### src/rtl/cv32e40x_prefetch_trans_ctrl_if.sv
// Prefetcher <-> OBI instruction-side transaction control signal bundle.
interface cv32e40x_prefetch_trans_ctrl_if;
   logic        fetch_en_i;
   logic        branch_i;
   logic [31:0] branch_addr_i;
   logic [1:0]  buf_cnt_i;
   logic        trans_valid_o;
   logic        trans_ready_i;
   logic [31:0] trans_addr_o;
   logic        resp_valid_i;
   logic        resp_valid_o;
   logic [1:0]  outstanding_o;
   logic        busy_o;

   // Side that owns the control block (drives the *_o signals)
   modport slave (
      input  fetch_en_i, branch_i, branch_addr_i, buf_cnt_i, trans_ready_i, resp_valid_i,
      output trans_valid_o, trans_addr_o, resp_valid_o, outstanding_o, busy_o
   );

   // Surrounding prefetcher / OBI port side
   modport master (
      output fetch_en_i, branch_i, branch_addr_i, buf_cnt_i, trans_ready_i, resp_valid_i,
      input  trans_valid_o, trans_addr_o, resp_valid_o, outstanding_o, busy_o
   );
endinterface

### src/rtl/cv32e40x_prefetch_trans_ctrl.sv
// Instruction-side OBI address-phase sequencer: sequential word fetch, redirect,
// outstanding/capacity throttling and dropping of stale pre-redirect responses.
module cv32e40x_prefetch_trans_ctrl #(
   parameter int unsigned MAX_OUTSTANDING = 2,
   parameter int unsigned BUF_DEPTH       = 3
) (
   input logic                           clk,
   input logic                           rst,
   cv32e40x_prefetch_trans_ctrl_if.slave bus
);

   localparam int unsigned WADDR_W = 30;
   localparam int unsigned CNT_W   = 2;
   localparam int unsigned SUM_W   = 3;

   typedef enum logic [1:0] {
      IDLE  = 2'd0,
      ISSUE = 2'd1,
      HOLD  = 2'd2
   } state_e;

   state_e               state_q, state_d;
   logic [WADDR_W-1:0]   addr_q, addr_d;
   logic [WADDR_W-1:0]   target_q, target_d;
   logic                 held_q, held_d;
   logic [CNT_W-1:0]     outstanding_q, outstanding_d;
   logic [CNT_W-1:0]     discard_q, discard_d;
   logic [CNT_W-1:0]     discard_dec;
   logic [SUM_W-1:0]     buf_sum;
   logic [WADDR_W-1:0]   branch_waddr;
   logic                 can_issue;
   logic                 trans_valid;
   logic                 accept;
   logic                 unused_addr_lsb;

   assign branch_waddr    = bus.branch_addr_i[31:2];
   assign unused_addr_lsb = ^bus.branch_addr_i[1:0];

   // Issue permission, valid generation (a raised valid stays up until accepted)
   always_comb begin
      buf_sum     = SUM_W'(bus.buf_cnt_i) + SUM_W'(outstanding_q) - SUM_W'(discard_q);
      can_issue   = bus.fetch_en_i
                    && (outstanding_q < CNT_W'(MAX_OUTSTANDING))
                    && (buf_sum < SUM_W'(BUF_DEPTH));
      trans_valid = held_q || (state_q == HOLD) || ((state_q == ISSUE) && can_issue);
      accept      = trans_valid && bus.trans_ready_i;
   end

   // Outstanding count after this cycle's accept/response, and discard drain
   always_comb begin
      outstanding_d = outstanding_q;
      if (accept && !bus.resp_valid_i) begin
         outstanding_d = outstanding_q + CNT_W'(1);
      end else if (!accept && bus.resp_valid_i) begin
         outstanding_d = outstanding_q - CNT_W'(1);
      end
      discard_dec = discard_q;
      if (bus.resp_valid_i && (discard_q != '0)) begin
         discard_dec = discard_q - CNT_W'(1);
      end
   end

   // Next-state, address and redirect bookkeeping
   always_comb begin
      state_d   = state_q;
      addr_d    = addr_q;
      target_d  = target_q;
      held_d    = trans_valid && !bus.trans_ready_i;
      discard_d = discard_dec;

      unique case (state_q)
         IDLE: begin
            if (bus.branch_i) begin
               addr_d    = branch_waddr;
               discard_d = outstanding_d;
               state_d   = ISSUE;
            end else if (bus.fetch_en_i) begin
               state_d   = ISSUE;
            end
         end

         ISSUE: begin
            if (bus.branch_i && trans_valid && !bus.trans_ready_i) begin
               // Valid already on the bus: keep it stable and park the target
               target_d  = branch_waddr;
               discard_d = outstanding_d;
               state_d   = HOLD;
            end else if (bus.branch_i) begin
               // Any same-cycle accept is counted in outstanding_d and thus dropped
               addr_d    = branch_waddr;
               discard_d = outstanding_d;
            end else begin
               if (accept) begin
                  addr_d = addr_q + WADDR_W'(1);
               end
               if (!bus.fetch_en_i && !trans_valid) begin
                  state_d = IDLE;
               end
            end
         end

         HOLD: begin
            if (bus.branch_i) begin
               target_d = branch_waddr;
            end
            if (accept) begin
               // The held transaction is stale: owe one more discard
               addr_d    = bus.branch_i ? branch_waddr : target_q;
               discard_d = discard_dec + CNT_W'(1);
               state_d   = ISSUE;
            end
         end

         default: begin
            state_d = IDLE;
         end
      endcase
   end

   // State and counter registers
   always_ff @(posedge clk or posedge rst) begin
      if (rst) begin
         state_q       <= IDLE;
         addr_q        <= '0;
         target_q      <= '0;
         held_q        <= 1'b0;
         outstanding_q <= '0;
         discard_q     <= '0;
      end else begin
         state_q       <= state_d;
         addr_q        <= addr_d;
         target_q      <= target_d;
         held_q        <= held_d;
         outstanding_q <= outstanding_d;
         discard_q     <= discard_d;
      end
   end

   // Output mapping
   assign bus.trans_valid_o = trans_valid;
   assign bus.trans_addr_o  = {addr_q, 2'b00};
   assign bus.resp_valid_o  = bus.resp_valid_i && (discard_q == '0);
   assign bus.outstanding_o = outstanding_q;
   assign bus.busy_o        = (outstanding_q != '0) || (state_q != IDLE);

`ifndef SYNTHESIS
   // A response can only answer an accepted transaction
   resp_without_txn : assert property (@(posedge clk) disable iff (rst)
      bus.resp_valid_i |-> (outstanding_q != '0))
      else $error("response received with no outstanding transaction");
`endif

endmodule

### src/flat_wrapper.sv
// flat-port wrapper written by rule: the top's interface ports become plain ports
module cv32e40x_prefetch_trans_ctrl_flat 
#(
   parameter int unsigned MAX_OUTSTANDING = 2,
   parameter int unsigned BUF_DEPTH       = 3
)
  (clk, rst, bus_fetch_en_i, bus_branch_i, bus_branch_addr_i, bus_buf_cnt_i, bus_trans_ready_i, bus_resp_valid_i, bus_trans_valid_o, bus_trans_addr_o, bus_resp_valid_o, bus_outstanding_o, bus_busy_o);
  cv32e40x_prefetch_trans_ctrl_if bus_i ();
  input logic clk;
  input logic rst;
  input wire logic [$bits(bus_i.fetch_en_i)-1:0] bus_fetch_en_i;
  input wire logic [$bits(bus_i.branch_i)-1:0] bus_branch_i;
  input wire logic [$bits(bus_i.branch_addr_i)-1:0] bus_branch_addr_i;
  input wire logic [$bits(bus_i.buf_cnt_i)-1:0] bus_buf_cnt_i;
  input wire logic [$bits(bus_i.trans_ready_i)-1:0] bus_trans_ready_i;
  input wire logic [$bits(bus_i.resp_valid_i)-1:0] bus_resp_valid_i;
  output wire logic [$bits(bus_i.trans_valid_o)-1:0] bus_trans_valid_o;
  output wire logic [$bits(bus_i.trans_addr_o)-1:0] bus_trans_addr_o;
  output wire logic [$bits(bus_i.resp_valid_o)-1:0] bus_resp_valid_o;
  output wire logic [$bits(bus_i.outstanding_o)-1:0] bus_outstanding_o;
  output wire logic [$bits(bus_i.busy_o)-1:0] bus_busy_o;
  assign bus_i.fetch_en_i = bus_fetch_en_i;
  assign bus_i.branch_i = bus_branch_i;
  assign bus_i.branch_addr_i = bus_branch_addr_i;
  assign bus_i.buf_cnt_i = bus_buf_cnt_i;
  assign bus_i.trans_ready_i = bus_trans_ready_i;
  assign bus_i.resp_valid_i = bus_resp_valid_i;
  assign bus_trans_valid_o = bus_i.trans_valid_o;
  assign bus_trans_addr_o = bus_i.trans_addr_o;
  assign bus_resp_valid_o = bus_i.resp_valid_o;
  assign bus_outstanding_o = bus_i.outstanding_o;
  assign bus_busy_o = bus_i.busy_o;
  cv32e40x_prefetch_trans_ctrl #(.MAX_OUTSTANDING(MAX_OUTSTANDING), .BUF_DEPTH(BUF_DEPTH)) u_core (.clk(clk), .rst(rst), .bus(bus_i));
endmodule
### config.mk
export PLATFORM = sky130hd
export DESIGN_NAME = cv32e40x_prefetch_trans_ctrl_flat
export DESIGN_NICKNAME = d
export VERILOG_FILES = /design/src/rtl/cv32e40x_prefetch_trans_ctrl_if.sv /design/src/rtl/cv32e40x_prefetch_trans_ctrl.sv /design/src/flat_wrapper.sv
export SDC_FILE = /design/constraint.sdc
export NUM_CORES = 1
export LEC_CHECK = 0
export BUFFER_PORTS_ARGS = -buffer_cell sky130_fd_sc_hd__buf_2
export CAP_MARGIN = 20
export CORE_ASPECT_RATIO = 1.4
export CORE_MARGIN = 3
export CORE_UTILIZATION = 61
export CTS_CLUSTER_DIAMETER = 60
export CTS_CLUSTER_SIZE = 12
export DETAILED_ROUTE_END_ITERATION = 16
export PLACE_DENSITY = 0.86
export SYNTH_ARGS = -nofsm -noshare
export SYNTH_HDL_FRONTEND = slang
export SYNTH_SLANG_ARGS = --single-unit
### constraint.sdc
create_clock -name clk -period 5.7 [get_ports clk]
set_input_delay 0 -clock clk [delete_from_list [all_inputs] [get_ports clk]]
set_output_delay 0 -clock clk [all_outputs]
set_load 0.03 [all_outputs]
==> run metrics, run 1 <==
Synth top cells by count=dfrtp_1, o21ai_0, nand2_1; Crit path arrival time=around 4100 ps; fin cells=~650; initial DRC count=approximately 420; final hold viol count=0; starting density of the core=0.6387; I/O pins=77; Num CTS Buffers=9; number of global-route vias before repair=slightly above 4000; Tightest Pin Transition=just over 1000 ps; Fillers=~460; GRT Overall Usage=0.3030; synth warn=0; leading area contributor after synthesis=dfrtp_1; largest net degree at the start of global routing=68; core area=roughly 6700 um^2; crit path capture type=flip-flop; Rel. slew slack=0.3032; worst-path cell chain=inv_1 -> fa_1 -> fa_1 -> xor2_1 -> a311o_1 -> nand3b_1 -> mux2i_4 -> buf_4 -> mux2_2; gp weighted congestion=slightly below 0.9; slowest CP cell=mux2i_4; Tightest Hold Check Type=input port to flip-flop; Area growth, synth to finish=20.56%; Final setup viols=0; Leak=0.002342 uW; Pwr per Cell Area=about 550 nW/um^2; Die Span X=76.79 um; DRC viols=0; Rows=35; antenna cell count=0; Vert. Die Dim=between 100 and 150 um; Post-DRT Antenna Nets=0; TNS Setup=0 ps; Synth cell types=69; initial antenna violation count=0; Critical Path Most Common Cell=fa_1; top cell type's share of synthesized area=0.3918; switching part of the total=0.4796; synthesis-stage register bit count=67; WP data required=about 6000 ps; Gate power share=0.537; max cap viols=0; Final Critical Period=between 3000 and 4000 ps; maximum clock rate=0.2577 GHz; DP Cell Count=between 500 and 600; CTS Buffer Depth=2; Mapped Avg Cell Area=between 9 and 10 um^2; Sequential cell area=1677 um^2; Root Buffer=clkbuf_8; global-route wire length before repair=slightly below 20000 um; die area=between 8000 and 9000 um^2; routed len/inst=between 15 and 20 um; grt ovf=0; Post-synth EDFFs=0; Clock power frac=0.141; Worst IR Drop VDD=roughly 0.34 mV; Synth async-reset ratio=1.000; top post-synthesis cells by area=dfrtp_1, o21ai_0, mux2_2, mux2_1, nand2_1; Worst-Skew Late Latency=~350 ps; vias per cell=6.468; Slew Viols, Final=0; outcome=complete, no violations; Top FF cell, synth=dfrtp_1; P_sw=1371 uW; period utilization=0.6809; Port Buffers=72; top-count cell post-synth=dfrtp_1; cell family with most CP delay=multiplexers; footprint of the multi-input gates=about 2400 um^2; CP startpoint kind=flip-flop; post-DP HPWL=between 7000 and 8000 um; Reg power frac=0.322; layout cells sized above 1=0.2170; CTS tree=yes; CTS sink count=67; CP max FO=23; slowest stage delay, CP=between 800 and 900 ps; Clock Skew=roughly 6.0 ps; Internal Power=1488 uW; Bufs and invs on worst path=2; post-CTS setup buffer count=0; fin nets=~600; Netlist Area Pre-Place=4279 um^2; Mapped Cells=459; total iterations of the first detailed-routing run=5; Post-Route WL=approximately 12000 um; htree depth=3; CTS clk-pin slew, worst paths=70 ps; Crit Path Category=flip-flop to flip-flop; Vias=roughly 4200; register area share after synthesis=0.3918; RSZ-0062 raised after global routing=no
-- power groups by stage --
stage | sequential, uW | combinational [uW] | clock [uW]
finish | 920 | 1530 | 404
global route | 948 | 1670 | 427
CTS | 910 | 1520 | 407
detailed placement | 915 | 1500 | 0
global placement | 900 | 1430 | 0
floorplan | 1080 | 933 | 0
-- layout make-up --
class | instances | share of cell area
Clock buffer | 13 | 0.03080
Clock inverter | 2 | 0.006791
Inverter | 20 | 0.01455
Multi-Input combinational cell | 344 | 0.4642
Sequential cell | 67 | 0.3250
Tap cell | 92 | 0.02231
Timing Repair Buffer | 107 | 0.1363
-- stage by stage --
| stage | worst slack, ps | util | power, uW | hold WS, ps | cell area, um^2 |
|---|---|---|---|---|---|
| 2_1_floorplan | 2349 | - | 2012 | 134.7 | 4283 |
| 3_3_place_gp | 1911 | 0.6932 | 2329 | 231.9 | 4644 |
| 3_5_place_dp | 1849 | 0.6932 | 2411 | 237.4 | 4644 |
| 4_1_cts | 1815 | 0.7699 | 2842 | 3.066 | 5159 |
| 5_1_grt | 1626 | 0.7699 | 3044 | 59.44 | 5159 |
| 6_report | 1819 | 0.7699 | 2858 | 17.96 | 5159 |
-- worst reg2reg max path: cells and delay by family (launching register included) --
family	cells	cell delay [ps]
simple gates	1	180
xor+xnor	1	280
compound gates	1	300
mux	2	1200
flops	1	400
fa+ha+maj	2	970
buf+inv	2	440
-- per-layer routing --
| metal | global-route usage | vias to the layer above | part of all wire |
|---|---|---|---|
| li1 | - | 1890 | - |
| met5 | 0 | - | 0 |
| met1 | 0.3614 | 2037 | 0.38 |
| met3 | 0.04828 | 33 | 0.069 |
| met2 | 0.5368 | 212 | 0.53 |
| met4 | 0.1244 | 0 | 0.022 |
-- path summary, 6_finish.rpt --
check | startpoint | end | slack, ps | cells after the start
max | u_core.bus.outstanding_o[1]$_DFF_PP0_ | u_core.target_q[12]$_DFFE_PP0P_ | 1820 | 9
min | bus_trans_ready_i | u_core.held_q$_DFF_PP0_ | 20 | 3
max reg2reg | u_core.bus.outstanding_o[1]$_DFF_PP0_ | u_core.target_q[12]$_DFFE_PP0P_ | 1820 | 9
min reg2reg | u_core.target_q[27]$_DFFE_PP0P_ | u_core.target_q[27]$_DFFE_PP0P_ | 490 | 1
max in group asynchronous | rst | u_core.target_q[20]$_DFFE_PP0P_ | 4650 | 4
min in group asynchronous | rst | u_core.target_q[0]$_DFFE_PP0P_ | 460 | 4
-- state kept, by name, summed over array words and instances (netlist names) --
register	flops
u_core.held_q	1
u_core.discard_q	2
u_core.target_q	30
u_core.addr_q	30
u_core.bus.outstanding_o	2
u_core.state_q	2
-- placed cells by master (no fill, tap or decap), drive strengths merged, types with 6 or more instances in the layout --
cell         count
nor4             8
a221oi           7
ha              10
a21oi           11
mux2            31
a31oi           11
a22oi            6
dfrtp           67
mux2i            6
nand3           13
buf             75
o21ai           53
a22o             6
inv             20
dlygate4sd3     32
nor3             9
clkbuf          13
o2bb2ai          8
nand2           39
and2             7
and3             8
nor2b            8
nor2            32
-- cells by family after synthesis --
group / synth area share
adders and majority gates: 0.03860
buffers and inverters: 0.05234
and+or+nand+nor: 0.1781
other: 0.0008764
DFF: 0.3918
muxes: 0.09561
xor gates and xnor gates: 0.01433
AOI/OAI and AO/OA: 0.2284
-- what timing repair did --
item                                   CTS  global route
gates resized for setup                  0             0
hold buffers                            32             0
endpoints found under the hold margin  113             0
No activity file was read; power rests on OpenSTA's default activity.
==> run 2, diff against run 1 <==
--- a/config.mk
+++ b/config.mk
@@ -9,11 +9,11 @@
 export CAP_MARGIN = 20
 export CORE_ASPECT_RATIO = 1.4
 export CORE_MARGIN = 3
-export CORE_UTILIZATION = 61
+export CORE_UTILIZATION = 51
 export CTS_CLUSTER_DIAMETER = 60
 export CTS_CLUSTER_SIZE = 12
 export DETAILED_ROUTE_END_ITERATION = 16
-export PLACE_DENSITY = 0.86
+export PLACE_DENSITY = 0.77
 export SYNTH_ARGS = -nofsm -noshare
 export SYNTH_HDL_FRONTEND = slang
 export SYNTH_SLANG_ARGS = --single-unit
==> constraint.sdc (replaced) <==
create_clock -name clk -period 3.2 [get_ports clk]
set_input_delay 0 -clock clk [delete_from_list [all_inputs] [get_ports clk]]
set_output_delay 0 -clock clk [all_outputs]
set_load 0.03 [all_outputs]
==> run 2 against run 1 <==
Against the previous run: critical path type unchanged; largest power group unchanged; design area up 3.3%; clock power increased by 65%; clock skew increased by 3.5 ps; cell count up 3.6%; via count grew 0.14%; register-to-register slack got worse by 1700 ps; global-route usage shrank 4.5 points; die area grew 18%; sequential cell count unchanged; critical path depth unchanged.
==> run metrics, run 2 (synthesis results as in run 1) <==
post-DP HPWL=7830 um (was 7620 um); Port Buffers=72 (unchanged); number of global-route vias before repair=4043 (was 4155); Min-Delay Startpoint=bus_fetch_en_i (was bus_trans_ready_i); outcome=complete, no violations (unchanged); starting density of the core=0.5389 (was 0.6387); Rel. slew slack=0.5297 (was 0.3032); final hold viol count=0 (unchanged); Bufs and invs on worst path=2 (unchanged); I/O pins=77 (unchanged); Worst-Skew Late Latency=370 ps (was 350 ps); TNS Setup=0 ps (unchanged); WHS Path Cells=4 (was 3); gp weighted congestion=0.8262 (was 0.8672); Critical Path Most Common Cell=fa_1 (unchanged); Pwr per Cell Area=971.2 nW/um^2 (was 554.1 nW/um^2); CP startpoint kind=flip-flop (unchanged); Num CTS Buffers=9 (unchanged); Root Buffer=clkbuf_8 (unchanged); worst-path cell chain=inv_1 -> fa_1 -> fa_1 -> xor2_2 -> a311o_2 -> nand3b_1 -> mux2i_4 -> clkbuf_16 -> mux2_2 (was inv_1 -> fa_1 -> fa_1 -> xor2_1 -> a311o_1 -> nand3b_1 -> mux2i_4 -> buf_4 -> mux2_2); Slew Viols, Final=0 (unchanged); Tightest Pin Transition=704.1 ps (was 1023 ps); Vias=4178 (was 4172); maximum clock rate=0.3194 GHz (was 0.2577 GHz); Crit Path Category=flip-flop to flip-flop (unchanged); max cap viols=0 (unchanged); CP max FO=8 (was 23); final hold slack=77.79 ps (was 17.96 ps); initial DRC count=353 (was 418); flop2flop setup slack=70 ps (was 1820 ps); commonest cells after routing, fill and taps aside=buf_2, dfrtp_1, o21ai_0, nand2_1, dlygate4sd3_1 (was buf_2, dfrtp_1, o21ai_0, nand2_1); DRC viols=0 (unchanged); core area=7940 um^2 (was 6700 um^2); Area growth, synth to finish=24.47% (was 20.56%); CTS Buffer Depth=2 (unchanged); Final setup viols=0 (unchanged); layout cells sized above 1=0.2412 (was 0.2170); crit path capture type=flip-flop (unchanged); antenna cell count=0 (unchanged); Clock Skew=9.477 ps (was 5.986 ps); reg-to-reg endpoint=u_core.target_q[3]$_DFFE_PP0P_ (was u_core.target_q[12]$_DFFE_PP0P_); global-route wire length before repair=19750 um (was 19670 um); Final Critical Period=3131 ps (was 3881 ps); WP data required=3450 ps (was 5930 ps); vias per cell=6.254 (was 6.468); Leak=0.002417 uW (was 0.002342 uW); period utilization=0.9783 (was 0.6809); cell family with most CP delay=adder cells (was multiplexers); CTS sink count=67 (unchanged); post-layout util=0.6708 (was 0.7699); Rows=38 (was 35); Vert. Die Dim=114.4 um (was 105.1 um); CTS clk-pin slew, worst paths=70 ps (about the same); largest net degree at the start of global routing=47 (was 68); RR Startpoint=u_core.bus.outstanding_o[1]$_DFF_PP0_ (unchanged); grt ovf=0 (unchanged); Worst IR Drop VDD=0.7446 mV (was 0.3381 mV); r2r worst-path depth=9 (unchanged); Tightest Hold Check Type=input port to flip-flop (unchanged); most common cell after layout, fill and taps aside=buf_2 (unchanged); fin nets=615 (was 601); Crit path arrival time=3380 ps (was 4110 ps); Post-DRT Antenna Nets=0 (unchanged); total iterations of the first detailed-routing run=5 (unchanged); Post-Route WL=12220 um (was 11980 um); die area=9541 um^2 (was 8070 um^2); hold endpoint=u_core.state_q[1]$_DFFE_PP0P_ (was u_core.held_q$_DFF_PP0_); slowest stage delay, CP=510 ps (was 850 ps); htree depth=3 (unchanged); routed len/inst=18.29 um (was 18.57 um); initial antenna violation count=0 (unchanged); slowest CP cell=fa_1 (was mux2i_4); CTS tree=yes (unchanged); Top Registers=u_core.addr_q: 30 flops, u_core.target_q: 30 flops (unchanged); Die Span X=83.42 um (was 76.79 um); GRT Overall Usage=0.2582 (was 0.3030)
-- run 2: worst max path at each step --
stage / startpoint / to / cells past startpoint
6_report: u_core.bus.outstanding_o[1]$_DFF_PP0_ / u_core.target_q[3]$_DFFE_PP0P_ / 9
5_1_grt: u_core.bus.outstanding_o[1]$_DFF_PP0_ / u_core.target_q[23]$_DFFE_PP0P_ / 9
4_1_cts: u_core.bus.outstanding_o[1]$_DFF_PP0_ / u_core.target_q[23]$_DFFE_PP0P_ / 9
3_5_place_dp: u_core.bus.outstanding_o[1]$_DFF_PP0_ / u_core.target_q[20]$_DFFE_PP0P_ / 9
3_3_place_gp: u_core.bus.outstanding_o[1]$_DFF_PP0_ / u_core.target_q[23]$_DFFE_PP0P_ / 9
2_1_floorplan: u_core.bus.outstanding_o[1]$_DFF_PP0_ / u_core.target_q[10]$_DFFE_PP0P_ / 9
-- run 2: final cells by class --
type                    instances  area [um^2]
clock buffers                  12        155.1
clock inverters                 4        25.02
fillers                       637         2614
inverters                      20        75.07
multi-input cells             344         2412
flip-flops and latches         67         1677
well taps                     100        125.1
repair buffers                121        857.1
-- run 2: per-layer routing --
layer  track usage  vias up  share of wire
met5             0        -              0
met4        0.1288        0          0.028
met3       0.04680       26          0.053
met2        0.4433      175           0.52
met1        0.3127     2062           0.40
li1              -     1915              -
-- run 2: per-stage QoR --
step	total power (uW)	instances	instance area [um^2]	setup slack, ps
4_1_cts	5094	665	5266	58.84
6_report	5173	668	5326	69.38
5_1_grt	5542	668	5326	-14.27
2_1_floorplan	3585	460	4284	10.06
3_5_place_dp	4394	616	4756	94.31
3_3_place_gp	4285	616	4756	170.5
-- run 2: tightest hold or removal path, cell delays in order --
cell and delay (ps):
buf_2 110, inv_1 50, a21o_1 120, o22a_1 130
-- run 2: timing repair --
item | in CTS | in global routing
buffers inserted | 0 | 1
endpoints found under the setup margin | 0 | 42
hold endpoints to repair | 68 | 0
hold buffers | 33 | 0
resized for setup | 0 | 2
-- run 2: report_power, final --
part,switching (uW),leakage (uW),internal (uW)
sequential,383,0.000842,1250
clock,345,0.0000884,321
combinational,1750,0.00149,1130
